$ cat config.mk
export PLATFORM = sky130hd
export DESIGN_NAME = simple_uart_tx
export DESIGN_NICKNAME = d
export VERILOG_FILES = /design/src/rtl/simple_uart_pkg.sv /design/src/rtl/simple_uart_baud_tick.sv /design/src/rtl/simple_uart_tx.sv
export SDC_FILE = /design/constraint.sdc
export NUM_CORES = 1
export LEC_CHECK = 0
export ABC_AREA = 1
export BUFFER_PORTS_ARGS = -buffer_cell sky130_fd_sc_hd__clkbuf_2
export CORE_MARGIN = 2
export CORE_UTILIZATION = 50
export DETAILED_ROUTE_END_ITERATION = 16
export GPL_ROUTABILITY_DRIVEN = 0
export PLACE_DENSITY = 0.7
export SLEW_MARGIN = 40
export SYNTH_ARGS = -nofsm -noshare
export SYNTH_HDL_FRONTEND = slang
export SYNTH_SLANG_ARGS = --single-unit
$ cat constraint.sdc
create_clock -name clk -period 1.8 [get_ports clk]
set_input_delay 0.36 -clock clk [delete_from_list [all_inputs] [get_ports clk]]
set_output_delay 0.36 -clock clk [all_outputs]
set_load 0.05 [all_outputs]
$ cat src/rtl/simple_uart_pkg.sv
// Shared types and line-level constants for the simple UART blocks.
package simple_uart_pkg;

    typedef enum logic [1:0] {IDLE, START, DATA, STOP} uart_tx_state_t;

    localparam logic UART_START_BIT  = 1'b0;
    localparam logic UART_STOP_BIT   = 1'b1;
    localparam logic UART_IDLE_LEVEL = 1'b1;
    localparam int   UART_DATA_W     = 8;

endpackage

$ cat src/rtl/simple_uart_baud_tick.sv
// Bit-period counter: bit_tick marks the last clk of each line bit.
module simple_uart_baud_tick #(
    parameter int CLKS_PER_BIT = 1
) (
    input  logic clk,
    input  logic reset,
    input  logic clear,
    output logic bit_tick
);

    localparam int CW = (CLKS_PER_BIT > 1) ? $clog2(CLKS_PER_BIT) : 1;
    localparam logic [CW-1:0] LAST = CW'(CLKS_PER_BIT - 1);

    logic [CW-1:0] baud_cnt;

    // With CLKS_PER_BIT == 1 the counter stays at 0 and bit_tick is constantly high.
    assign bit_tick = (baud_cnt == LAST);

    always_ff @(posedge clk or negedge reset) begin
        if (!reset) begin
            baud_cnt <= '0;
        end else if (clear || bit_tick) begin
            baud_cnt <= '0;
        end else begin
            baud_cnt <= baud_cnt + CW'(1);
        end
    end

endmodule

$ cat src/rtl/simple_uart_tx.sv
// UART transmitter: start bit, DATA_W bits MSB first, stop bit; one-entry holding register.
module simple_uart_tx
    import simple_uart_pkg::*;
#(
    parameter int CLKS_PER_BIT = 1,
    parameter int DATA_W       = UART_DATA_W
) (
    input  logic              clk,
    input  logic              reset,
    input  logic [DATA_W-1:0] d,
    input  logic              d_valid,
    output logic              d_ready,
    output logic              tx,
    output logic              busy,
    output logic              frame_done
);

    localparam int BW = (DATA_W > 1) ? $clog2(DATA_W) : 1;
    localparam logic [BW-1:0] LAST_BIT = BW'(DATA_W - 1);

    uart_tx_state_t    state;
    logic [DATA_W-1:0] hold;
    logic [DATA_W-1:0] shift;
    logic              hold_full;
    logic [BW-1:0]     bit_cnt;
    logic              bit_tick;
    logic              accept;
    logic              load;
    logic              shift_step;

    assign d_ready    = ~hold_full;
    assign accept     = d_valid & ~hold_full;
    // Load only happens with hold_full set and accept only with it clear, so they never collide.
    assign load       = hold_full & ((state == IDLE) | ((state == STOP) & bit_tick));
    assign shift_step = (state == DATA) & bit_tick & (bit_cnt != LAST_BIT);
    assign frame_done = (state == STOP) & bit_tick;

    simple_uart_baud_tick #(
        .CLKS_PER_BIT(CLKS_PER_BIT)
    ) u_baud (
        .clk     (clk),
        .reset   (reset),
        .clear   (state == IDLE),
        .bit_tick(bit_tick)
    );

    always_ff @(posedge clk) begin
        if (accept) begin
            hold <= d;
        end
        if (load) begin
            shift <= hold;
        end else if (shift_step) begin
            shift <= shift << 1;
        end
    end

    always_ff @(posedge clk or negedge reset) begin
        if (!reset) begin
            state     <= IDLE;
            tx        <= UART_IDLE_LEVEL;
            busy      <= 1'b0;
            hold_full <= 1'b0;
            bit_cnt   <= '0;
        end else begin
            if (accept) begin
                hold_full <= 1'b1;
            end else if (load) begin
                hold_full <= 1'b0;
            end

            case (state)
                IDLE: begin
                    if (hold_full) begin
                        state <= START;
                        tx    <= UART_START_BIT;
                        busy  <= 1'b1;
                    end
                end
                START: begin
                    if (bit_tick) begin
                        state   <= DATA;
                        tx      <= shift[DATA_W-1];
                        bit_cnt <= '0;
                    end
                end
                DATA: begin
                    if (bit_tick) begin
                        if (bit_cnt == LAST_BIT) begin
                            state <= STOP;
                            tx    <= UART_STOP_BIT;
                        end else begin
                            // shift is updated this same edge, so the next MSB is one below the top.
                            tx      <= shift[DATA_W-2];
                            bit_cnt <= bit_cnt + BW'(1);
                        end
                    end
                end
                STOP: begin
                    if (bit_tick) begin
                        if (hold_full) begin
                            state <= START;
                            tx    <= UART_START_BIT;
                        end else begin
                            state <= IDLE;
                            busy  <= 1'b0;
                        end
                    end
                end
                default: begin
                    state <= IDLE;
                    tx    <= UART_IDLE_LEVEL;
                    busy  <= 1'b0;
                end
            endcase
        end
    end

endmodule

==> impl_metrics.yaml <==
floorplanning:
  initial_utilization_pct: 52.9
  die_w_um: 52.4
  design.core.area_um2: 2210
  die_h_um: 52.4
  ios: 15
  die_area_um2: 2750
  num_rows: 17
synthesis:
  synth_edf_count: 16
  yosysUniqueCellTypes: 22
  netlist_area_um2: 1170
  synth-main-ff-cell: "edfxtp_1"
  synth_top_area_share_pct: 41.0
  yosys_warnings: 0
  ys_seq_area_share_pct: 60.4
  avgSynthCellArea_um2: 10.3
  synth_fp_nets: 131
  yosysTopAreaCell: "edfxtp_1"
  synth_area_leaders: "edfxtp_1 (41%), dfrtp_1 (17%), nand2_1 (13%)"
  async_flop_share_pct: 36.0
  ys_ff_latch: 25
  syn_inst: 114
detailed_routing:
  drcViolationCount: 0
  via_count: 805
  wl_per_cell_um: 11.6
  drt_iter0_markers: 18
  vias_per_cell: 4.97
  ant_nets: 0
  drt-total-wl_mm: 1.88
  drtPass1Iterations: 4
cts:
  clock_latency_ps: 310
  cts_sinks: 25
  tritoncts: "done"
  root_buffer: "clkbuf_4"
  cts_buffer_depth: 2
  cts_buffers: 3
  htree_levels: 1
  path_clk_slew_ps: 130
power:
  clock_power_share_pct: 10.6
  power_frac_seq_pct: 43.1
  intPower_w: 0.00136
  ir_drop_uv: 1130
  p_per_area_nw_per_um2: 1770
  p_leak_nw: 0.614
  swShare_pct: 42.4
  combPwrFrac_pct: 46.4
  p_sw_w: 0.00100
global_route:
  grt_start_max_net_pins: 16
  grt_use_total_pct: 16.6
  grt_pass1_wl_mm: 3.28
  grt_pass1_vias: 772
  antenna_found_initial: 0
  grt-ovfl-total: 0
timing:
  skew_ps: 1.94
  fin_crit_sh_pct: 93.2
  rsz0062_at_grt: "false"
  fmax_ghz: 0.596
  setup_slack_ps: 122
  setup_viol: 0
  period_minus_slack_ps: 1680
  finalHoldViolCount: 0
  fin_setup_tns_ps: 0
  drv_slew: 0
layout:
  syn_to_final_growth_pct: 14.2
  finalNetCount: 152
  postLayoutCellArea_um2: 1340
  drive_above_1_share_pct: 25.4
  diodes: 0
setup_path:
  path_class: "reg2out"
  crit_path_end_kind: "output pin"
  critPathMaxFanout: 5
  worst_setup_path_start_kind: "register"
  worstPathArrival_ps: 1320
  required_ps: 1440
place:
  dpl_cell_area_um2: 1280
  place_ws_ps: 116
  dp_hpwl_mm: 1.47
  io_buffers: 14
flow_run:
  cap_viol_max_count: 0
outcome:
  status: "complete, no violations"
hold_path:
  hold_class: "in2reg"
-- cell usage in the layout, fill, tap and decap left out --
cell / synthesis / routed
clkinvlp_4: 0 / 1
ha_1: 6 / 5
buf_6: 0 / 1
clkbuf_2: 0 / 13
nand3_1: 1 / 1
nand2_1: 39 / 38
clkbuf_4: 0 / 3
ha_2: 0 / 1
nand2_4: 1 / 1
o21bai_1: 1 / 1
dlygate4sd3_1: 0 / 1
conb_1: 1 / 1
dfstp_2: 1 / 1
o21ai_4: 1 / 1
nor2_1: 2 / 2
nor2_2: 1 / 1
a21oi_1: 3 / 3
edfxtp_1: 16 / 16
nor2_4: 2 / 2
o21ai_2: 1 / 1
nand2_2: 1 / 2
o21ai_1: 10 / 10
dfrtp_1: 8 / 8
o21ai_0: 2 / 2
buf_4: 0 / 2
inv_1: 9 / 9
inv_2: 4 / 4
nand4_1: 3 / 3
-- synthesized netlist by cell type, types with 2 or more instances --
cell / instances
a21oi_1: 3
dfrtp_1: 8
edfxtp_1: 16
ha_1: 6
inv_1: 9
inv_2: 4
nand2_1: 39
nand4_1: 3
nor2_1: 2
nor2_4: 2
o21ai_0: 2
o21ai_1: 10
-- cell type report --
type	count	area, um^2
Clock buffer	3	22.5
Sequential cell	25	707
Inverter	13	48.8
Clock inverter	1	7.51
Timing Repair Buffer	17	101
Tap cell	28	35.0
Multi-Input combinational cell	75	415
Fill cell	197	875
-- registers in the layout, summed over array words and instances (netlist names) --
name / flops
hold: 8
u_baud.baud_cnt: 1
shift: 8
hold_full: 1
tx: 1
busy: 1
state: 2
bit_cnt: 3
-- path summary, 6_finish.rpt --
kind / start / end / slack, ps / depth (start not counted)
min in group asynchronous: reset / bit_cnt[1]$_DFFE_PN0P_ / 420 / 2
hold / removal: d[7] / hold[7]$_DFFE_PP_ / 210 / 1
setup / recovery: state[0]$_DFFE_PN0P_ / frame_done / 120 / 4
hold reg to reg: tx$_DFFE_PN1P_ / tx$_DFFE_PN1P_ / 480 / 2
max in group asynchronous: reset / tx$_DFFE_PN1P_ / 1130 / 2
setup reg to reg: state[0]$_DFFE_PN0P_ / shift[1]$_DFFE_PP_ / 230 / 4
-- critical path: stages, from the launching register on --
cell and delay, ps:
dfrtp_1 420, ha_2 240, nand2_1 70, inv_2 100
buf_6 170
-- per-layer routing --
layer / up-vias / track usage (%) / routed length (um)
met1: 365 / 23.3 / 921
met4: 0 / 7.26 / 13
met2: 22 / 24.4 / 845
li1: 416 / - / -
met5: - / 0 / 0
met3: 2 / 4.29 / 98
-- repair_timing --
action	4_1_cts	5_1_grt
hold buffers	1	0
endpoints found under the hold margin	8	0
endpoints found under the setup margin	1	8
setup buffers	1	0
resized for setup	1	4
-- cells by family (layout without fill, tap and decap cells) --
group	after synthesis	in the layout	share of synthesized area, %
AOI/OAI and AO/OA	18	18	9.19
adders and majority gates	6	6	6.41
buffers and inverters	14	34	4.59
DFF	25	25	60.4
other	1	1	0.320
and+or+nand+nor	50	50	19.1
-- power by group through the flow --
stage               Sequential [W]  Clock, W  Combinational (W)
finish                     0.00102  0.000250            0.00110
floorplan                  0.00106         0           0.000795
detailed placement         0.00104         0            0.00107
global route               0.00105  0.000281            0.00125
global placement           0.00103         0            0.00103
CTS                        0.00102  0.000260            0.00110
-- per-stage QoR --
| step | utilization [%] | cells | hold slack (ps) | power [W] |
|---|---|---|---|---|
| after floorplan | - | 114 | 64.4 | 0.00185 |
| after global placement | 57.8 | 156 | 226 | 0.00206 |
| after detailed placement | 57.8 | 156 | 235 | 0.00211 |
| after CTS | 60.1 | 162 | 202 | 0.00238 |
| after global routing | 60.5 | 162 | 184 | 0.00258 |
| final | 60.5 | 162 | 210 | 0.00237 |
(Power assumes the default switching activity.)
